File: config.mk
export PLATFORM = sky130hd
export DESIGN_NAME = aes_128_encrypt_iter_flat
export DESIGN_NICKNAME = d
export VERILOG_FILES = /design/src/rtl/aes_128_encrypt_iter_if.sv /design/src/rtl/aes_128_encrypt_iter.sv /design/src/flat_wrapper.sv
export SDC_FILE = /design/constraint.sdc
export NUM_CORES = 2
export LEC_CHECK = 0
export ABC_CLOCK_PERIOD_IN_PS = 4500
export CORE_AREA = 4 4 648 650
export CTS_BUF_LIST = sky130_fd_sc_hd__clkbuf_4 sky130_fd_sc_hd__clkbuf_8
export DETAILED_ROUTE_END_ITERATION = 6
export DIE_AREA = 0 0 652 654
export GPL_ROUTABILITY_DRIVEN = 1
export SYNTH_ARGS = -nofsm -noshare
export SYNTH_HDL_FRONTEND = slang
export SYNTH_SLANG_ARGS = --single-unit
export TNS_END_PERCENT = 1
File: constraint.sdc
create_clock -name clk -period 4.5 [get_ports clk]
set_clock_uncertainty 0.2 [all_clocks]
set_input_delay 0.9 -clock clk [delete_from_list [all_inputs] [get_ports clk]]
set_output_delay 0.9 -clock clk [all_outputs]
set_load 0.03 [all_outputs]
File: src/rtl/aes_128_encrypt_iter_if.sv
// Handshake and data bundle between a requester and the iterative AES-128 core.
// The round keys travel with the request because the key schedule drives them combinationally.
interface aes_128_encrypt_iter_if;
  logic         start;
  logic [127:0] plaintext;
  logic [127:0] sk0;
  logic [127:0] sk1;
  logic [127:0] sk2;
  logic [127:0] sk3;
  logic [127:0] sk4;
  logic [127:0] sk5;
  logic [127:0] sk6;
  logic [127:0] sk7;
  logic [127:0] sk8;
  logic [127:0] sk9;
  logic [127:0] sk10;
  logic         busy;
  logic         done;
  logic [127:0] ciphertext;

  modport master (
    output start, plaintext,
    output sk0, sk1, sk2, sk3, sk4, sk5, sk6, sk7, sk8, sk9, sk10,
    input  busy, done, ciphertext
  );

  modport slave (
    input  start, plaintext,
    input  sk0, sk1, sk2, sk3, sk4, sk5, sk6, sk7, sk8, sk9, sk10,
    output busy, done, ciphertext
  );
endinterface

File: src/rtl/aes_128_encrypt_iter.sv
// Iterative AES-128 encryption: one round per clock, ten clocks per block.
// Contains the byte S-box used sixteen times for SubBytes.
module aes_sbox (
  input  logic [7:0] a,
  output logic [7:0] y
);
  localparam logic [7:0] SBOX [256] = '{
    8'h63, 8'h7c, 8'h77, 8'h7b, 8'hf2, 8'h6b, 8'h6f, 8'hc5, 8'h30, 8'h01, 8'h67, 8'h2b, 8'hfe, 8'hd7, 8'hab, 8'h76,
    8'hca, 8'h82, 8'hc9, 8'h7d, 8'hfa, 8'h59, 8'h47, 8'hf0, 8'had, 8'hd4, 8'ha2, 8'haf, 8'h9c, 8'ha4, 8'h72, 8'hc0,
    8'hb7, 8'hfd, 8'h93, 8'h26, 8'h36, 8'h3f, 8'hf7, 8'hcc, 8'h34, 8'ha5, 8'he5, 8'hf1, 8'h71, 8'hd8, 8'h31, 8'h15,
    8'h04, 8'hc7, 8'h23, 8'hc3, 8'h18, 8'h96, 8'h05, 8'h9a, 8'h07, 8'h12, 8'h80, 8'he2, 8'heb, 8'h27, 8'hb2, 8'h75,
    8'h09, 8'h83, 8'h2c, 8'h1a, 8'h1b, 8'h6e, 8'h5a, 8'ha0, 8'h52, 8'h3b, 8'hd6, 8'hb3, 8'h29, 8'he3, 8'h2f, 8'h84,
    8'h53, 8'hd1, 8'h00, 8'hed, 8'h20, 8'hfc, 8'hb1, 8'h5b, 8'h6a, 8'hcb, 8'hbe, 8'h39, 8'h4a, 8'h4c, 8'h58, 8'hcf,
    8'hd0, 8'hef, 8'haa, 8'hfb, 8'h43, 8'h4d, 8'h33, 8'h85, 8'h45, 8'hf9, 8'h02, 8'h7f, 8'h50, 8'h3c, 8'h9f, 8'ha8,
    8'h51, 8'ha3, 8'h40, 8'h8f, 8'h92, 8'h9d, 8'h38, 8'hf5, 8'hbc, 8'hb6, 8'hda, 8'h21, 8'h10, 8'hff, 8'hf3, 8'hd2,
    8'hcd, 8'h0c, 8'h13, 8'hec, 8'h5f, 8'h97, 8'h44, 8'h17, 8'hc4, 8'ha7, 8'h7e, 8'h3d, 8'h64, 8'h5d, 8'h19, 8'h73,
    8'h60, 8'h81, 8'h4f, 8'hdc, 8'h22, 8'h2a, 8'h90, 8'h88, 8'h46, 8'hee, 8'hb8, 8'h14, 8'hde, 8'h5e, 8'h0b, 8'hdb,
    8'he0, 8'h32, 8'h3a, 8'h0a, 8'h49, 8'h06, 8'h24, 8'h5c, 8'hc2, 8'hd3, 8'hac, 8'h62, 8'h91, 8'h95, 8'he4, 8'h79,
    8'he7, 8'hc8, 8'h37, 8'h6d, 8'h8d, 8'hd5, 8'h4e, 8'ha9, 8'h6c, 8'h56, 8'hf4, 8'hea, 8'h65, 8'h7a, 8'hae, 8'h08,
    8'hba, 8'h78, 8'h25, 8'h2e, 8'h1c, 8'ha6, 8'hb4, 8'hc6, 8'he8, 8'hdd, 8'h74, 8'h1f, 8'h4b, 8'hbd, 8'h8b, 8'h8a,
    8'h70, 8'h3e, 8'hb5, 8'h66, 8'h48, 8'h03, 8'hf6, 8'h0e, 8'h61, 8'h35, 8'h57, 8'hb9, 8'h86, 8'hc1, 8'h1d, 8'h9e,
    8'he1, 8'hf8, 8'h98, 8'h11, 8'h69, 8'hd9, 8'h8e, 8'h94, 8'h9b, 8'h1e, 8'h87, 8'he9, 8'hce, 8'h55, 8'h28, 8'hdf,
    8'h8c, 8'ha1, 8'h89, 8'h0d, 8'hbf, 8'he6, 8'h42, 8'h68, 8'h41, 8'h99, 8'h2d, 8'h0f, 8'hb0, 8'h54, 8'hbb, 8'h16
  };

  assign y = SBOX[a];
endmodule

module aes_128_encrypt_iter (
  input logic                   clk,
  input logic                   rst_n,
  aes_128_encrypt_iter_if.slave bus
);
  typedef enum logic {IDLE, RUN} fsm_t;

  fsm_t         fsm;
  fsm_t         fsm_nxt;
  logic [127:0] state_q;
  logic [3:0]   rnd;
  logic         done_q;
  logic [127:0] ct_q;
  logic [127:0] sb;
  logic [127:0] sr;
  logic [127:0] mc;
  logic [127:0] rkey;
  logic         accept;
  logic         advance;
  logic         finish;

  function automatic logic [7:0] xtime(input logic [7:0] b);
    return {b[6:0], 1'b0} ^ (b[7] ? 8'h1b : 8'h00);
  endfunction

  // Byte k of a block sits at [127-8k -: 8]; k = 4*column + row.
  for (genvar k = 0; k < 16; k++) begin : g_sub
    aes_sbox u_sbox (
      .a(state_q[127-8*k -: 8]),
      .y(sb[127-8*k -: 8])
    );
  end

  for (genvar c = 0; c < 4; c++) begin : g_col
    logic [7:0] a0;
    logic [7:0] a1;
    logic [7:0] a2;
    logic [7:0] a3;

    // Row r of column c takes the byte from column (c+r) mod 4.
    for (genvar r = 0; r < 4; r++) begin : g_row
      assign sr[127-8*(4*c+r) -: 8] = sb[127-8*(4*((c+r)%4)+r) -: 8];
    end

    assign a0 = sr[127-8*(4*c)   -: 8];
    assign a1 = sr[127-8*(4*c+1) -: 8];
    assign a2 = sr[127-8*(4*c+2) -: 8];
    assign a3 = sr[127-8*(4*c+3) -: 8];

    assign mc[127-8*(4*c)   -: 8] = xtime(a0) ^ xtime(a1) ^ a1 ^ a2 ^ a3;
    assign mc[127-8*(4*c+1) -: 8] = a0 ^ xtime(a1) ^ xtime(a2) ^ a2 ^ a3;
    assign mc[127-8*(4*c+2) -: 8] = a0 ^ a1 ^ xtime(a2) ^ xtime(a3) ^ a3;
    assign mc[127-8*(4*c+3) -: 8] = xtime(a0) ^ a0 ^ a1 ^ a2 ^ xtime(a3);
  end

  // Unreachable counter values fall back to sk0.
  always_comb begin
    rkey = bus.sk0;
    case (rnd)
      4'd1:    rkey = bus.sk1;
      4'd2:    rkey = bus.sk2;
      4'd3:    rkey = bus.sk3;
      4'd4:    rkey = bus.sk4;
      4'd5:    rkey = bus.sk5;
      4'd6:    rkey = bus.sk6;
      4'd7:    rkey = bus.sk7;
      4'd8:    rkey = bus.sk8;
      4'd9:    rkey = bus.sk9;
      4'd10:   rkey = bus.sk10;
      default: rkey = bus.sk0;
    endcase
  end

  always_ff @(posedge clk or negedge rst_n) begin
    if (!rst_n) begin
      fsm <= IDLE;
    end else begin
      fsm <= fsm_nxt;
    end
  end

  always_comb begin
    fsm_nxt = fsm;
    accept  = 1'b0;
    advance = 1'b0;
    finish  = 1'b0;
    case (fsm)
      IDLE: begin
        if (bus.start) begin
          accept  = 1'b1;
          fsm_nxt = RUN;
        end
      end
      RUN: begin
        if (rnd == 4'd10) begin
          finish  = 1'b1;
          fsm_nxt = IDLE;
        end else begin
          advance = 1'b1;
        end
      end
      default: fsm_nxt = IDLE;
    endcase
  end

  // The final round skips MixColumns and lands directly in the result register.
  always_ff @(posedge clk or negedge rst_n) begin
    if (!rst_n) begin
      state_q <= '0;
      rnd     <= '0;
      done_q  <= 1'b0;
      ct_q    <= '0;
    end else begin
      done_q <= finish;
      if (accept) begin
        state_q <= bus.plaintext ^ bus.sk0;
        rnd     <= 4'd1;
      end else if (advance) begin
        state_q <= mc ^ rkey;
        rnd     <= rnd + 4'd1;
      end else if (finish) begin
        ct_q <= sr ^ rkey;
        rnd  <= 4'd0;
      end
    end
  end

  assign bus.busy       = (fsm == RUN);
  assign bus.done       = done_q;
  assign bus.ciphertext = ct_q;
endmodule

File: src/flat_wrapper.sv
// flat-port wrapper written by rule: the top's interface ports become plain ports
module aes_128_encrypt_iter_flat 
  (clk, rst_n, bus_start, bus_plaintext, bus_sk0, bus_sk1, bus_sk2, bus_sk3, bus_sk4, bus_sk5, bus_sk6, bus_sk7, bus_sk8, bus_sk9, bus_sk10, bus_busy, bus_done, bus_ciphertext);
  aes_128_encrypt_iter_if bus_i ();
  input logic clk;
  input logic rst_n;
  input wire logic [$bits(bus_i.start)-1:0] bus_start;
  input wire logic [$bits(bus_i.plaintext)-1:0] bus_plaintext;
  input wire logic [$bits(bus_i.sk0)-1:0] bus_sk0;
  input wire logic [$bits(bus_i.sk1)-1:0] bus_sk1;
  input wire logic [$bits(bus_i.sk2)-1:0] bus_sk2;
  input wire logic [$bits(bus_i.sk3)-1:0] bus_sk3;
  input wire logic [$bits(bus_i.sk4)-1:0] bus_sk4;
  input wire logic [$bits(bus_i.sk5)-1:0] bus_sk5;
  input wire logic [$bits(bus_i.sk6)-1:0] bus_sk6;
  input wire logic [$bits(bus_i.sk7)-1:0] bus_sk7;
  input wire logic [$bits(bus_i.sk8)-1:0] bus_sk8;
  input wire logic [$bits(bus_i.sk9)-1:0] bus_sk9;
  input wire logic [$bits(bus_i.sk10)-1:0] bus_sk10;
  output wire logic [$bits(bus_i.busy)-1:0] bus_busy;
  output wire logic [$bits(bus_i.done)-1:0] bus_done;
  output wire logic [$bits(bus_i.ciphertext)-1:0] bus_ciphertext;
  assign bus_i.start = bus_start;
  assign bus_i.plaintext = bus_plaintext;
  assign bus_i.sk0 = bus_sk0;
  assign bus_i.sk1 = bus_sk1;
  assign bus_i.sk2 = bus_sk2;
  assign bus_i.sk3 = bus_sk3;
  assign bus_i.sk4 = bus_sk4;
  assign bus_i.sk5 = bus_sk5;
  assign bus_i.sk6 = bus_sk6;
  assign bus_i.sk7 = bus_sk7;
  assign bus_i.sk8 = bus_sk8;
  assign bus_i.sk9 = bus_sk9;
  assign bus_i.sk10 = bus_sk10;
  assign bus_busy = bus_i.busy;
  assign bus_done = bus_i.done;
  assign bus_ciphertext = bus_i.ciphertext;
  aes_128_encrypt_iter u_core (.clk(clk), .rst_n(rst_n), .bus(bus_i));
endmodule
==> impl_results.md <==
* Crit path max-delay family: compound AO/OA/AOI/OAI gates
* Tightest Pin Transition at 1456 ps
* Initial DRT Pass Iterations at 7
* Nets at 15,638
* Yosys top cell area share at 8.371%
* Async S/R FF share, synth at 100.0%
* Setup Slack @ Placement at -983.8 ps
* GRT Util Overall at 40.98%
* Failing checks: setup timing
* Initial Util at 18.96%
* Clock sinks at 262
* Syn nets at 13,025
* Largest net degree at the start of global routing at 119
* Worst reg2reg setup slack at -140 ps
* Crit-path max FO at 22
* Synth top area cells: dfrtp_1 (8.4%), o21ai_0 (6.1%), xnor2_1 (6.0%), mux4_2 (5.6%), a21oi_1 (5.5%)
* Synth Flop Type: dfrtp_1
* Fill count at 45,606
* Clock root buffer: clkbuf_8
* Routed Antenna Nets at 0
* Die H at 654 µm
* Mapped Area at 78,320 µm²
* DRT iter0 DRCs at 21,093
* Worst-Skew Late Latency at 1000 ps
* CP endpoint kind: flop
* Fmax achieved at 0.2155 GHz
* Die W at 652 µm
* Gr ovfl total at 0
* Most frequent cells in the layout: buf_4 (2,029), clkdlybuf4s50_1 (1,667), o21ai_0 (951)
* Slew Viols, Final at 0
* Worst R2R Path Depth at 13
* IO Pins at 1,669
* Num rows at 236
* R2R Path Start: u_core.rnd[0]$_DFFE_PN0P_
* Max incr delay on CP at 500 ps
* DIE AREA at 426,400 µm²
* Final instance area at 117,700 µm²
* Post-synth cell types at 122
* Yosys reg bits at 262
* Final hold viol count at 0
* CP arrival at 5300 ps
* Fin util at 28.48%
* Routed wire length at 922.4 mm
* Worst Path Buf+Inv at 3
* Initial antenna violation count at 467
* Most common cell after layout, fill and taps aside: buf_4
* Period minus WS final at 4640 ps
* Setup CP Type: flop to flop
* Unrepaired setup endpoints after global routing: true
* CP cell instances: inv_1, ha_1, and3b_4, buf_12, buf_4, a22o_1, a221oi_2, nand3_1, a21oi_4, xnor2_1, xnor2_1, xnor2_2, o21ai_0
* Startpoint types: flop
* Final setup violation count at 6
* H-tree level count at 3
* I/O Buffers at 1,668
* First-pass GRT wire length at 1166 mm
* Placer Congestion at 1.119
* DR vias/cell at 6.086
* Run status: complete, but fails checks
* Hold EP: u_core.bus.ciphertext[36]$_DFFE_PN0P_
* CTS clk-pin slew, worst paths at 70 ps
* Remaining routing DRC violations at 0
* Drt wl/cell at 46.65 µm
* Mean Syn Cell Area at 6.961 µm²
* Synth warn at 0
* Synthesized netlist cell count at 11,251
* Slew headroom at 2.213%
* CTS buffer count at 71
* Area of the core at 413,100 µm²
* Slowest cell on crit path: a22o_1
* Critical path required time at 5160 ps
* Most used cell, CP: xnor2_1
* Hpwl dp at 774.3 mm
* RR Endpoint: u_core.state_q[88]$_DFFE_PN0P_
* Share of cells above drive strength 1 at 20.76%
* Final Cycle Share at 103.1%
* Class of the worst hold path: flop to flop
* Yosys top cell by area: dfrtp_1
* CTS Buffer Depth at 4
* Total number of vias at 120,341
* Post-synthesis sequential area ratio at 8.371%
* Area Overhead vs Synth at 50.24%
* TritonCTS clock tree: done
* Post-CTS Setup Bufs at 0
* EDFF count, synth at 0
* PnR worst setup slack at -139.7 ps
* Max-Cap Viols at 0
* Dpl cell area at 114,800 µm²
* Hold depth at 2
* Vias in the first global route at 109,886
* Hold Startpoint: u_core.bus.ciphertext[36]$_DFFE_PN0P_
==> metal layers <==
layer | global-route usage [%] | routed length, µm
met5 | 0.3622 | 1641
met4 | 33.87 | 93880
met3 | 18.39 | 125700
met2 | 57.91 | 369400
met1 | 47.13 | 331800
==> logic make-up (layout without fill, tap and decap cells) <==
kind of cell,count (synthesis),in the layout,share of synthesized area [%]
AOI/OAI and AO/OA,4602,4602,40.74
xor gates and xnor gates,843,843,9.727
adders and majority gates,235,235,3.754
buffers and inverters,1511,4172,8.387
DFF,262,262,8.371
muxes,307,307,7.165
other,0,387,0
and+or+nand+nor,3491,3492,21.85
==> worst register-to-register path, stage by stage, from the launching register on <==
cell      delay (ps)
dfrtp_1          430
inv_1            120
ha_1             320
and3b_4          260
buf_12           160
buf_4            310
a22o_1           510
a221oi_2         490
nand3_1          290
a21oi_4          470
xnor2_1          250
xnor2_1          160
xnor2_2          470
o21ai_0          150
==> repair_timing <==
item / in CTS / in global routing
endpoints found under the hold margin: 56 / 0
hold buffers: 1 / 0
pin swaps: 0 / 5
gates cloned: 0 / 1
setup endpoints to repair: 21 / 29
resized for setup: 26 / 44
==> through the flow <==
stage	hold slack [ps]	std cells	setup TNS (ps)
finish	276.7	19774	-262.7
global route	296.1	19606	-77.88
CTS	281.8	19386	0
global placement	264.1	19263	-6154
floorplan	355.7	11251	0
detailed placement	269.0	19263	-5509
==> synth_stat cells, drive strengths merged (75+ instances only) <==
library cell	n
clkbuf	695
nand2	896
nand2b	311
mux4	195
a21oi	871
xor2	288
a221oi	259
nor3	335
o22ai	93
a211oi	234
o311ai	159
or2	87
a31oi	205
a22oi	366
nor2	713
ha	235
nand3	467
mux2i	75
inv	162
o21ai	988
xnor2	548
and2	101
o211ai	202
buf	635
a311oi	174
o31ai	98
nor2b	262
dfrtp	262
a22o	177
==> how the worst max path moves through the flow <==
stage,slack (ps),depth (start not counted),end,startpoint
3_5_place_dp,-980,13,u_core.state_q[33]$_DFFE_PN0P_,u_core.rnd[0]$_DFFE_PN0P_
6_report,-140,13,u_core.state_q[88]$_DFFE_PN0P_,u_core.rnd[0]$_DFFE_PN0P_
4_1_cts,7,16,u_core.state_q[65]$_DFFE_PN0P_,u_core.rnd[1]$_DFFE_PN0P_
2_1_floorplan,400,16,u_core.state_q[123]$_DFFE_PN0P_,u_core.state_q[120]$_DFFE_PN0P_
3_3_place_gp,-960,13,u_core.state_q[33]$_DFFE_PN0P_,u_core.rnd[0]$_DFFE_PN0P_
5_1_grt,-70,13,u_core.state_q[88]$_DFFE_PN0P_,u_core.rnd[0]$_DFFE_PN0P_
==> flip-flops by register name, indices dropped and copies added (netlist names) <==
register               cells
u_core.bus.done            1
u_core.bus.ciphertext    128
u_core.bus.busy            1
u_core.rnd                 4
u_core.state_q           128
==> final cells by class <==
class / count / area (µm²) / area share [%]
well taps: 5474 / 6849 / 5.821
diodes: 387 / 968.4 / 0.8230
inverters: 181 / 679.4 / 0.5774
clock buffers: 105 / 1320 / 1.122
flip-flops and latches: 262 / 6650 / 5.652
clock inverters: 17 / 200.2 / 0.1701
repair buffers: 3869 / 35360 / 30.05
multi-input cells: 9479 / 65640 / 55.79
Power is left out: the tool's default activity adds up to more than one toggle a clock period on the data nets, which glitch-free logic cannot reach.
